## config.mk

```make
export PLATFORM = sky130hd
export DESIGN_NAME = mem_burst_adapter
export DESIGN_NICKNAME = d
export VERILOG_FILES = /design/src/rtl/mem_burst_adapter.sv
export SDC_FILE = /design/constraint.sdc
export NUM_CORES = 1
export LEC_CHECK = 0
export BUFFER_PORTS_ARGS = -buffer_cell sky130_fd_sc_hd__clkbuf_2
export CAP_MARGIN = 20
export CORE_MARGIN = 8
export CORE_UTILIZATION = 30
export DETAILED_ROUTE_END_ITERATION = 8
export GPL_TIMING_DRIVEN = 1
export HOLD_SLACK_MARGIN = 0.1
export PLACE_DENSITY = 0.55
export SETUP_SLACK_MARGIN = 0.05
export SYNTH_ARGS = -nofsm -noshare
export SYNTH_HDL_FRONTEND = slang
export SYNTH_SLANG_ARGS = --single-unit
```

## constraint.sdc

```tcl
create_clock -name clk -period 6.8 [get_ports clk]
set_input_delay 0.34 -clock clk [delete_from_list [all_inputs] [get_ports clk]]
set_output_delay 0.34 -clock clk [all_outputs]
set_load 0.02 [all_outputs]
```

## src/rtl/mem_burst_adapter.sv

```systemverilog
// -----------------------------------------------------------------------------
// mem_burst_adapter
//
// Bridges the cache's 128-bit block memory port to a 32-bit word-wide memory.
// A block read (fetch) or block write (write-back) is run as a 4-beat burst of
// word transfers with a per-beat dram_req/dram_ack handshake, and completion
// is reported to the cache with a one-cycle mem_ready pulse.
//
// Optional build macro: MEM_TIMEOUT_EN
//   When defined, each beat waits at most TIMEOUT_CYCLES for dram_ack. On
//   expiry the beat is forced complete (a read beat returns 32'h0) and the
//   sticky mem_err flag is raised. When undefined, beats wait indefinitely
//   and mem_err is tied to 0.
//
// Ports:
//   clk         rising-edge clock
//   proc_reset  synchronous active-high reset
//   mem_read    cache block-read request, held until mem_ready
//   mem_write   cache block-write request, held until mem_ready (wins ties)
//   mem_addr    cache block address
//   mem_wdata   block to write back
//   mem_rdata   fetched block, valid when mem_ready=1
//   mem_ready   one-cycle completion pulse
//   dram_req    memory word request
//   dram_we     1 = write beat, 0 = read beat
//   dram_addr   word address {latched block address, beat}
//   dram_wdata  write beat data
//   dram_rdata  read beat data, valid when dram_req && dram_ack
//   dram_ack    beat completes on any cycle with dram_req && dram_ack
//   mem_err     sticky timeout flag
// -----------------------------------------------------------------------------
module mem_burst_adapter #(
  parameter int BLOCK_WIDTH    = 128,
  parameter int WORD_WIDTH     = 32,
  parameter int ADDR_WIDTH     = 28,
  parameter int TIMEOUT_CYCLES = 255
) (
  input  logic                  clk,
  input  logic                  proc_reset,
  input  logic                  mem_read,
  input  logic                  mem_write,
  input  logic [ADDR_WIDTH-1:0] mem_addr,
  input  logic [BLOCK_WIDTH-1:0] mem_wdata,
  output logic [BLOCK_WIDTH-1:0] mem_rdata,
  output logic                  mem_ready,
  output logic                  dram_req,
  output logic                  dram_we,
  output logic [ADDR_WIDTH+1:0] dram_addr,
  output logic [WORD_WIDTH-1:0] dram_wdata,
  input  logic [WORD_WIDTH-1:0] dram_rdata,
  input  logic                  dram_ack,
  output logic                  mem_err
);

  typedef enum logic [1:0] {
    S_IDLE = 2'd0,
    S_RD   = 2'd1,
    S_WR   = 2'd2,
    S_DONE = 2'd3
  } state_t;

  state_t                 state;
  state_t                 state_next;
  logic [1:0]             beat;
  logic [ADDR_WIDTH-1:0]  addr_q;
  logic [BLOCK_WIDTH-1:0] wdata_q;
  logic [BLOCK_WIDTH-1:0] rdata_q;

  logic in_burst;    // S_RD or S_WR: a beat is outstanding
  logic handshake;   // memory accepted/returned the current word
  logic beat_done;   // current beat retires this cycle (handshake or timeout)
  logic timeout;     // current beat gave up waiting for dram_ack

  assign in_burst  = (state == S_RD) || (state == S_WR);
  assign handshake = in_burst && dram_ack;
  assign beat_done = handshake || timeout;

`ifdef MEM_TIMEOUT_EN
  localparam int CNT_W = $clog2(TIMEOUT_CYCLES + 1);
  localparam logic [CNT_W-1:0] TIMEOUT_MAX = CNT_W'(TIMEOUT_CYCLES);

  logic [CNT_W-1:0] wait_cnt;
  logic             err_q;

  // A handshake on the expiry cycle still counts as a real handshake.
  assign timeout = in_burst && !dram_ack && (wait_cnt == TIMEOUT_MAX);

  always_ff @(posedge clk) begin
    if (proc_reset) begin
      wait_cnt <= '0;
      err_q    <= 1'b0;
    end else begin
      if (state == S_IDLE || beat_done) begin
        wait_cnt <= '0;
      end else if (in_burst) begin
        wait_cnt <= wait_cnt + 1'b1;
      end
      if (timeout) begin
        err_q <= 1'b1;
      end
    end
  end

  assign mem_err = err_q;
`else
  assign timeout = 1'b0;
  assign mem_err = 1'b0;
`endif

  // State register and datapath registers.
  // NOTE: sequential state uses non-blocking assignments so every register
  // samples pre-edge values regardless of statement order.
  always_ff @(posedge clk) begin
    if (proc_reset) begin
      state   <= S_IDLE;
      beat    <= 2'd0;
      addr_q  <= '0;
      wdata_q <= '0;
      rdata_q <= '0;
    end else begin
      state <= state_next;
      case (state)
        S_IDLE: begin
          beat <= 2'd0;
          if (mem_write || mem_read) begin
            addr_q <= mem_addr;
          end
          if (mem_write) begin
            wdata_q <= mem_wdata;
          end
        end
        S_RD, S_WR: begin
          if (beat_done) begin
            beat <= beat + 2'd1;
          end
          // A timed-out read beat returns zero rather than bus garbage.
          if (state == S_RD && beat_done) begin
            rdata_q[WORD_WIDTH*int'(beat) +: WORD_WIDTH] <=
              handshake ? dram_rdata : '0;
          end
        end
        default: ;
      endcase
    end
  end

  // Next-state logic.
  // NOTE: state_next gets a default before the case so no path leaves it
  // unassigned, which would infer a latch.
  always_comb begin
    state_next = state;
    case (state)
      S_IDLE: begin
        if (mem_write) begin
          state_next = S_WR;
        end else if (mem_read) begin
          state_next = S_RD;
        end
      end
      S_RD, S_WR: begin
        if (beat_done && beat == 2'd3) begin
          state_next = S_DONE;
        end
      end
      S_DONE:  state_next = S_IDLE;
      default: state_next = S_IDLE;
    endcase
  end

  // Outputs decode directly from registered state, so they are glitch-free
  // relative to the clock and all read zero while in reset.
  assign dram_req   = in_burst;
  assign dram_we    = (state == S_WR);
  assign dram_addr  = {addr_q, beat};
  assign dram_wdata = wdata_q[WORD_WIDTH*int'(beat) +: WORD_WIDTH];
  assign mem_ready  = (state == S_DONE);
  assign mem_rdata  = rdata_q;

endmodule

```

==> results of run 1 <==
-- power breakdown --
group / total, mW / switching, mW / internal, mW
registers: 1.98 / 0.108 / 1.87
clock network: 1.79 / 0.688 / 1.10
logic: 1.28 / 0.816 / 0.466
total: 5.05 / 1.61 / 3.44
-- cells by family after synthesis --
family          after synthesis
simple gates                334
compound gates              294
flops                       288
buf+inv                     105
mux                          36
fa+ha+maj                    10
other cells                   1
-- registers in the layout (all words and copies together) (netlist names) --
name,flops
mem_rdata,128
wdata_q,128
addr_q,28
beat,2
state,2
-- layout by cell type (no fill, tap or decap), types with 2 or more instances in the layout --
| cell type | n |
|---|---|
| dfxtp_1 | 286 |
| a31oi_4 | 2 |
| bufinv_16 | 4 |
| clkbuf_2 | 384 |
| a31oi_2 | 2 |
| nand3_1 | 2 |
| clkbuf_16 | 31 |
| clkinv_2 | 5 |
| dlygate4sd3_1 | 179 |
| a32o_1 | 128 |
| mux2i_1 | 3 |
| dfxtp_2 | 2 |
| clkbuf_1 | 2 |
| nand2_1 | 317 |
| a21oi_1 | 157 |
| diode_2 | 3 |
| buf_4 | 13 |
| mux4_2 | 32 |
| clkbuf_8 | 11 |
| ha_1 | 10 |
| nor2_1 | 5 |
| inv_1 | 4 |
-- synthesized netlist by cell type, drive strengths merged --
cell / number
nor3: 1
nand3: 2
and2: 1
nor4b: 1
nand4b: 1
buf: 56
a32oi: 1
nand3b: 1
conb: 1
clkbuf: 45
nand2: 318
nor3b: 1
a22oi: 1
a21oi: 157
mux2i: 3
inv: 4
a211o: 1
a32o: 128
a31oi: 4
o21a: 1
ha: 10
mux4: 32
dfxtp: 288
o21ai: 1
mux2: 1
nor2: 7
nand2b: 1
-- metal layers --
metal,wire length [µm],share of wire
met5,27,0.00071
met4,1270,0.034
met3,3050,0.081
met2,17900,0.47
met1,15600,0.41
-- through the flow --
stage	hold slack (ns)	total power, mW	instances
floorplan	0.433	2.82	1068
global placement	0.440	3.18	1819
detailed placement	0.444	3.20	1819
CTS	0.102	5.08	2054
global route	0.106	5.31	2058
finish	0.126	5.05	2058
-- worst register-to-register path: stages (launching register included) --
cell,delay [ns]
dfxtp_2,0.64
buf_4,0.59
inv_1,0.23
ha_1,0.50
nand4b_1,0.23
nor2_2,0.40
buf_4,0.40
a32o_1,0.23
-- cell type report --
type	instances	area, µm²	share of cell area
Inverter	4	15.0	0.000956
Clock buffer	44	935	0.0595
Antenna cell	3	7.51	0.000478
Clock inverter	12	173	0.0110
Multi-Input combinational cell	675	4400	0.280
Sequential cell	288	5770	0.367
Tap cell	455	569	0.0362
Timing Repair Buffer	577	3840	0.244
-- worst paths after layout --
path	start	endpoint	slack (ns)
setup / recovery	beat[0]$_SDFFE_PP0P_	mem_rdata[45]$_SDFFE_PP0P_	3.54
hold / removal	dram_rdata[24]	mem_rdata[120]$_SDFFE_PP0P_	0.13
setup reg to reg	beat[0]$_SDFFE_PP0P_	mem_rdata[45]$_SDFFE_PP0P_	3.54
hold reg to reg	wdata_q[32]$_SDFFE_PP0P_	wdata_q[32]$_SDFFE_PP0P_	0.45
==> metrics.md, run 1 <==
| Metric | Value |
|---|---|
| XOR/XNOR Fraction of Synth Area | `0` |
| Post-synthesis sequential area ratio | `0.545` |
| Total setup buffers inserted after CTS | `0` |
| Post-synthesis adder-cell area fraction | `0.0118` |
| Synth area leaders | `dfxtp_1, a32o_1, nand2_1` |
| Mean area per synthesized cell | `9.90 µm²` |
| Area added between synthesis and finish | `48.6%` |
| Crit path arrival time | `roughly 3.8 ns` |
| Synth Area in Compound Gates | `0.202` |
| CP max FO | `28` |
| Number of slew-limit violations in the final report | `0` |
| Final core utilization | `0.454` |
| Depth of the critical timing path with buffers and inverters included | `7` |
| Y dimension of the die | `204 µm` |
| Vias in the first global route | `10500` |
| IO buf count | `~390` |
| Fraction of met2 tracks used by global routing | `0.286` |
| Required time at the endpoint of the critical path | `~7.3 ns` |
| Library cell occupying the most area in the post-synthesis netlist | `dfxtp_1` |
| Met3 global-route usage | `0.0446` |
| Maximum single-stage delay on the critical path | `around 0.64 ns` |
| Residual DRC count | `0` |
| Post-detailed-route via-to-cell ratio | `just under 5` |
| Critical path's most frequent cell | `buf_4` |
| Total routing usage reported by global routing | `0.172` |
| HPWL after detailed placement | `approximately 25 mm` |
| Count of warnings emitted by yosys | `0` |
| Die outline width | `204 µm` |
| Total wire length | `37.8 mm` |
| Overall overflow remaining after global route | `0` |
| Number of cells on the worst reg-to-reg path | `7` |
| Setup tns final | `0 ns` |
| Average wire per standard cell | `about 18 µm` |
| Shortest period the worst path allows | `about 3.3 ns` |
| Clk sinks | `288` |
| Cell type group with the largest total delay on the critical path | `buffers and inverters` |
| Number of distinct library cells after synthesis | `29` |
| Worst relative slew slack | `0.253` |
| Net total in the final layout | `1780` |
| Post-cts resize count | `0` |
| CTS Root Cell | `clkbuf_16` |
| Share of the cycle needed by the critical path after routing | `0.480` |
| Status | `finished, final reports clean` |
| Clock latency reported for the late side of the worst-skew pair | `0.55 ns` |
| Max Clk Rate | `a little over 0.3 GHz` |
| Via count | `approximately 10000` |
| Fraction of final layout cells sized beyond drive strength 1 | `0.312` |
| Rows | `68` |
| Maximum buffer depth of the clock tree | `3` |
| Floorplan die area | `around 0.042 mm²` |
| # hold bufs at CTS | `179` |
| Power per unit of standard cell area | `321 mW/mm²` |
| Area of the core region | `~0.035 mm²` |
| Hold Crit Depth | `2` |
| Most Used Layer, Global Route | `met2` |
| Peak supply drop | `around 0.21 mV` |
| Total setup violations reported at the end of the flow | `0` |
| Initial core utilization | `0.305` |
| Critical Path Source Type | `register` |
| Layout Skew | `~0.017 ns` |
| Clock slew at the register clock pins of the worst setup and hold paths | `~0.060 ns` |
| Type of destination of the critical path | `register` |
| Simple-gate share of the synthesized area | `0.123` |
| Largest family of logic cells by synthesized area | `compound AO/OA/AOI/OAI gates` |
| Placement-stage worst setup slack | `around 3.4 ns` |
| Buffer and inverter count on the worst path | `3` |
| Final antenna-violating net count | `0` |
| Final WS setup | `about 3.5 ns` |
| Drt first pass iters | `4` |
| Number of DRC violations after detailed-routing iteration 0 | `slightly below 500` |
| Cell area after synthesis | `0.0106 mm²` |
| Share of the synthesized area in the top cell type | `0.545` |
| IO Pins | `between 300 and 400` |
| Mux share of post-synthesis cell area | `0.0721` |
| Max-cap viol count | `0` |
| Chain of cells forming the critical path | `buf_4, inv_1, ha_1, nand4b_1, nor2_2, buf_4, a32o_1` |
| Worst Max-Slew Pin Slew | `1.12 ns` |
| TritonCTS clock tree | `done` |
| H-tree level count | `1` |
| Routability Congestion | `around 0.78` |
| Pin count of the biggest net entering global routing | `100` |
| Worst path slowest cell | `dfxtp_2` |
| Class of the most critical hold timing path | `in2reg` |
| Total leakage power | `6.60 nW` |
| Number of nets produced by synthesis | `1271` |
| Number of buffers created by CTS | `31` |
| Fill count | `3257` |
| Wire length of the first global-routing pass | `58.1 mm` |
| Met1 usage | `0.210` |
| Placed standard-cell area | `around 0.013 mm²` |
| Critical path class | `reg2reg` |
| Count of mapped cells out of synthesis | `between 1000 and 1500` |
| Initial antenna violation count | `5` |
| Cell area after layout | `around 0.016 mm²` |
| Count of endpoints failing hold in the final timing report | `0` |
| Post-synthesis register bit count | `about 290` |
| Unrepaired setup endpoints after global routing | `false` |
No activity file was read; power rests on OpenSTA's default activity.
==> run 2: changes to the inputs <==
==> constraint.sdc (replaced) <==
create_clock -name clk -period 3.3 [get_ports clk]
set_input_delay 0.165 -clock clk [delete_from_list [all_inputs] [get_ports clk]]
set_output_delay 0.165 -clock clk [all_outputs]
set_load 0.02 [all_outputs]
==> metrics.md, run 2 (synthesis gave the netlist of run 1 again) <==
| Metric | Value |
|---|---|
| Wire length of the first global-routing pass | `58.4 mm (+0.45%)` |
| Required time at the endpoint of the critical path | `3.13 ns (-4.16 ns)` |
| Status | `finished, final reports clean` |
| Count of endpoints failing hold in the final timing report | `0 (unchanged)` |
| Worst path slowest cell | `mux4_2` |
| Clk sinks | `288 (unchanged)` |
| Number of buffers created by CTS | `34 (+9.7%)` |
| Net total in the final layout | `1797 (+0.96%)` |
| Maximum buffer depth of the clock tree | `3 (unchanged)` |
| Total power of the final layout | `10.3 mW (+100%)` |
| Type of destination of the critical path | `output port` |
| TritonCTS clock tree | `done` |
| Chain of cells forming the critical path | `buf_4, buf_4, mux4_2, clkbuf_2` |
| Max Clk Rate | `~0.38 GHz` |
| Clock latency reported for the late side of the worst-skew pair | `0.50 ns (-0.05 ns)` |
| Max-cap viol count | `0 (unchanged)` |
| Critical path capture point | `dram_wdata[27]` |
| Most common library cell in the layout ignoring fill and taps | `clkbuf_2` |
| Total routing usage reported by global routing | `0.172 (+0.000240)` |
| CTS Root Cell | `clkbuf_16` |
| Maximum single-stage delay on the critical path | `0.60 ns (-0.04 ns)` |
| Drt first pass iters | `7 (+3)` |
| Power per unit of standard cell area | `653 mW/mm² (+100%)` |
| Post-detailed-route via-to-cell ratio | `4.96 (+0.12%)` |
| Area of the core region | `0.0346 mm² (unchanged)` |
| Fill count | `3261 (+0.12%)` |
| Setup crit start | `beat[0]$_SDFFE_PP0P_` |
| Total setup buffers inserted after CTS | `0 (unchanged)` |
| Pin count of the biggest net entering global routing | `76 (-24%)` |
| Cell area after layout | `0.0158 mm² (+0.87%)` |
| HPWL after detailed placement | `25.1 mm (+0.42%)` |
| Critical Path Source Type | `register` |
| Total leakage power | `6.65 nW (+0.75%)` |
| Worst relative slew slack | `0.317 (+0.0634)` |
| Total setup violations reported at the end of the flow | `0 (unchanged)` |
| Critical path's most frequent cell | `buf_4` |
| Number of DRC violations after detailed-routing iteration 0 | `599 (+22%)` |
| H-tree level count | `2 (+1)` |
| Number of slew-limit violations in the final report | `0 (unchanged)` |
| IO Pins | `387 (unchanged)` |
| Shortest period the worst path allows | `2.62 ns` |
| Y dimension of the die | `204 µm (unchanged)` |
| Total wire length | `37.8 mm (about the same)` |
| Commonest non-fill, non-tap cells in the layout | `clkbuf_2, nand2_1, dfxtp_1` |
| Placed standard-cell area | `0.0129 mm² (+0.74%)` |
| Length of routed met2 wiring | `18.2 mm (+1.6%)` |
| Setup tns final | `0 ns (unchanged)` |
| Unrepaired setup endpoints after global routing | `false` |
| Highest metal used | `met5` |
| FF-to-FF End | `mem_rdata[91]$_SDFFE_PP0P_` |
| Layout Skew | `0.0105 ns (-0.00632 ns)` |
| Die outline width | `204 µm (unchanged)` |
| Floorplan die area | `0.0415 mm² (unchanged)` |
| Post-route met1 wirelength | `15.0 mm (-3.9%)` |
| CP max FO | `23 (-18%)` |
| Routability Congestion | `0.792 (+1.1%)` |
| Class of the most critical hold timing path | `in2reg` |
| Average wire per standard cell | `18.2 µm (-0.79%)` |
| Register-to-register path setup slack | `0.90 ns (-2.64 ns)` |
| Number of cells on the worst reg-to-reg path | `6 (-1)` |
| Share of the cycle needed by the critical path after routing | `0.793` |
| Peak supply drop | `0.485 mV (+130%)` |
| Post-cts resize count | `0 (unchanged)` |
| Initial core utilization | `0.305 (unchanged)` |
| Worst Max-Slew Pin Slew | `1.02 ns (-0.0951 ns)` |
| IO buf count | `385 (unchanged)` |
| Rows | `68 (unchanged)` |
| Overall overflow remaining after global route | `0 (unchanged)` |
| Final antenna-violating net count | `0 (unchanged)` |
| Final-layout worst hold slack | `0.124 ns (-0.00215 ns)` |
| Vias in the first global route | `10600 (+1.5%)` |
| Final core utilization | `0.458 (+0.00394)` |
| Area added between synthesis and finish | `49.9%` |
| Critical path class | `reg2out` |
| Fraction of final layout cells sized beyond drive strength 1 | `0.308 (-0.00347)` |
| Crit path arrival time | `2.45 ns (-1.30 ns)` |
| Clock slew at the register clock pins of the worst setup and hold paths | `0.06 ns (about the same)` |
| Via count | `10300 (+0.95%)` |
| R2R Path Start | `state[0]$_SDFFE_PP0P_` |
| Initial antenna violation count | `4 (-1)` |
| Residual DRC count | `0 (unchanged)` |
| Met3 wire len | `3.39 mm (+11%)` |
## run 2: changes by cell type in the layout (fill, tap and decap cells not counted), moves of 3 or more
cell and change:
clkbuf_16 +4, clkbuf_8 -6, dlygate4sd3_1 +9, clkbuf_1 +9, buf_12 +4, bufinv_16 -3
## run 2: report_power, final
part | switching (mW) | internal, mW
registers | 0.185 | 3.85
clock network | 1.45 | 2.16
logic | 1.71 | 0.991
## run 2: area by class of cell
| class | instances | area (µm²) | share of cell area |
|---|---|---|---|
| inverter | 4 | 15.0 | 0.000947 |
| clock inverter | 9 | 103 | 0.00647 |
| clock buffer | 51 | 986 | 0.0622 |
| antenna | 2 | 5.00 | 0.000316 |
| tap | 455 | 569 | 0.0359 |
| timing repair buffer | 591 | 4000 | 0.252 |
| multi-input combinational | 675 | 4400 | 0.278 |
| sequential | 288 | 5770 | 0.364 |
## run 2: layer usage
layer  vias up  track usage
met2       437        0.292
met4         4       0.0671
met3        85       0.0513
li1       4884            -
met1      4879        0.202
met5         -            0
## run 2: worst max-delay path: cells and delay by family (launching register included)
kind	cells	cell delay, ns
buffers and inverters	3	1.00
DFF	1	0.32
muxes	1	0.60
## run 2: repair_timing
action	CTS	global route
hold endpoints to repair	284	0
hold buffers	188	0
setup endpoints to repair	0	0
## run 2: how the worst min path moves through the flow
stage                       from                 endpoint  slack, ns  cells after the start
global route           mem_write    state[0]$_SDFFE_PP0P_       0.13                      3
finish                 mem_write    state[0]$_SDFFE_PP0P_       0.12                      3
CTS                    mem_write    state[0]$_SDFFE_PP0P_       0.12                      3
detailed placement   mem_addr[3]   addr_q[3]$_SDFFE_PP0P_       0.39                      3
global placement    mem_addr[26]  addr_q[26]$_SDFFE_PP0P_       0.39                      3
floorplan           mem_wdata[0]  wdata_q[0]$_SDFFE_PP0P_       0.30                      2
## run 2: stage by stage
stage,worst slack [ns],cells
after floorplan,0.862,1068
after global placement,1.00,1825
after detailed placement,0.930,1825
after CTS,0.571,2073
after global routing,0.504,2075
final,0.685,2075
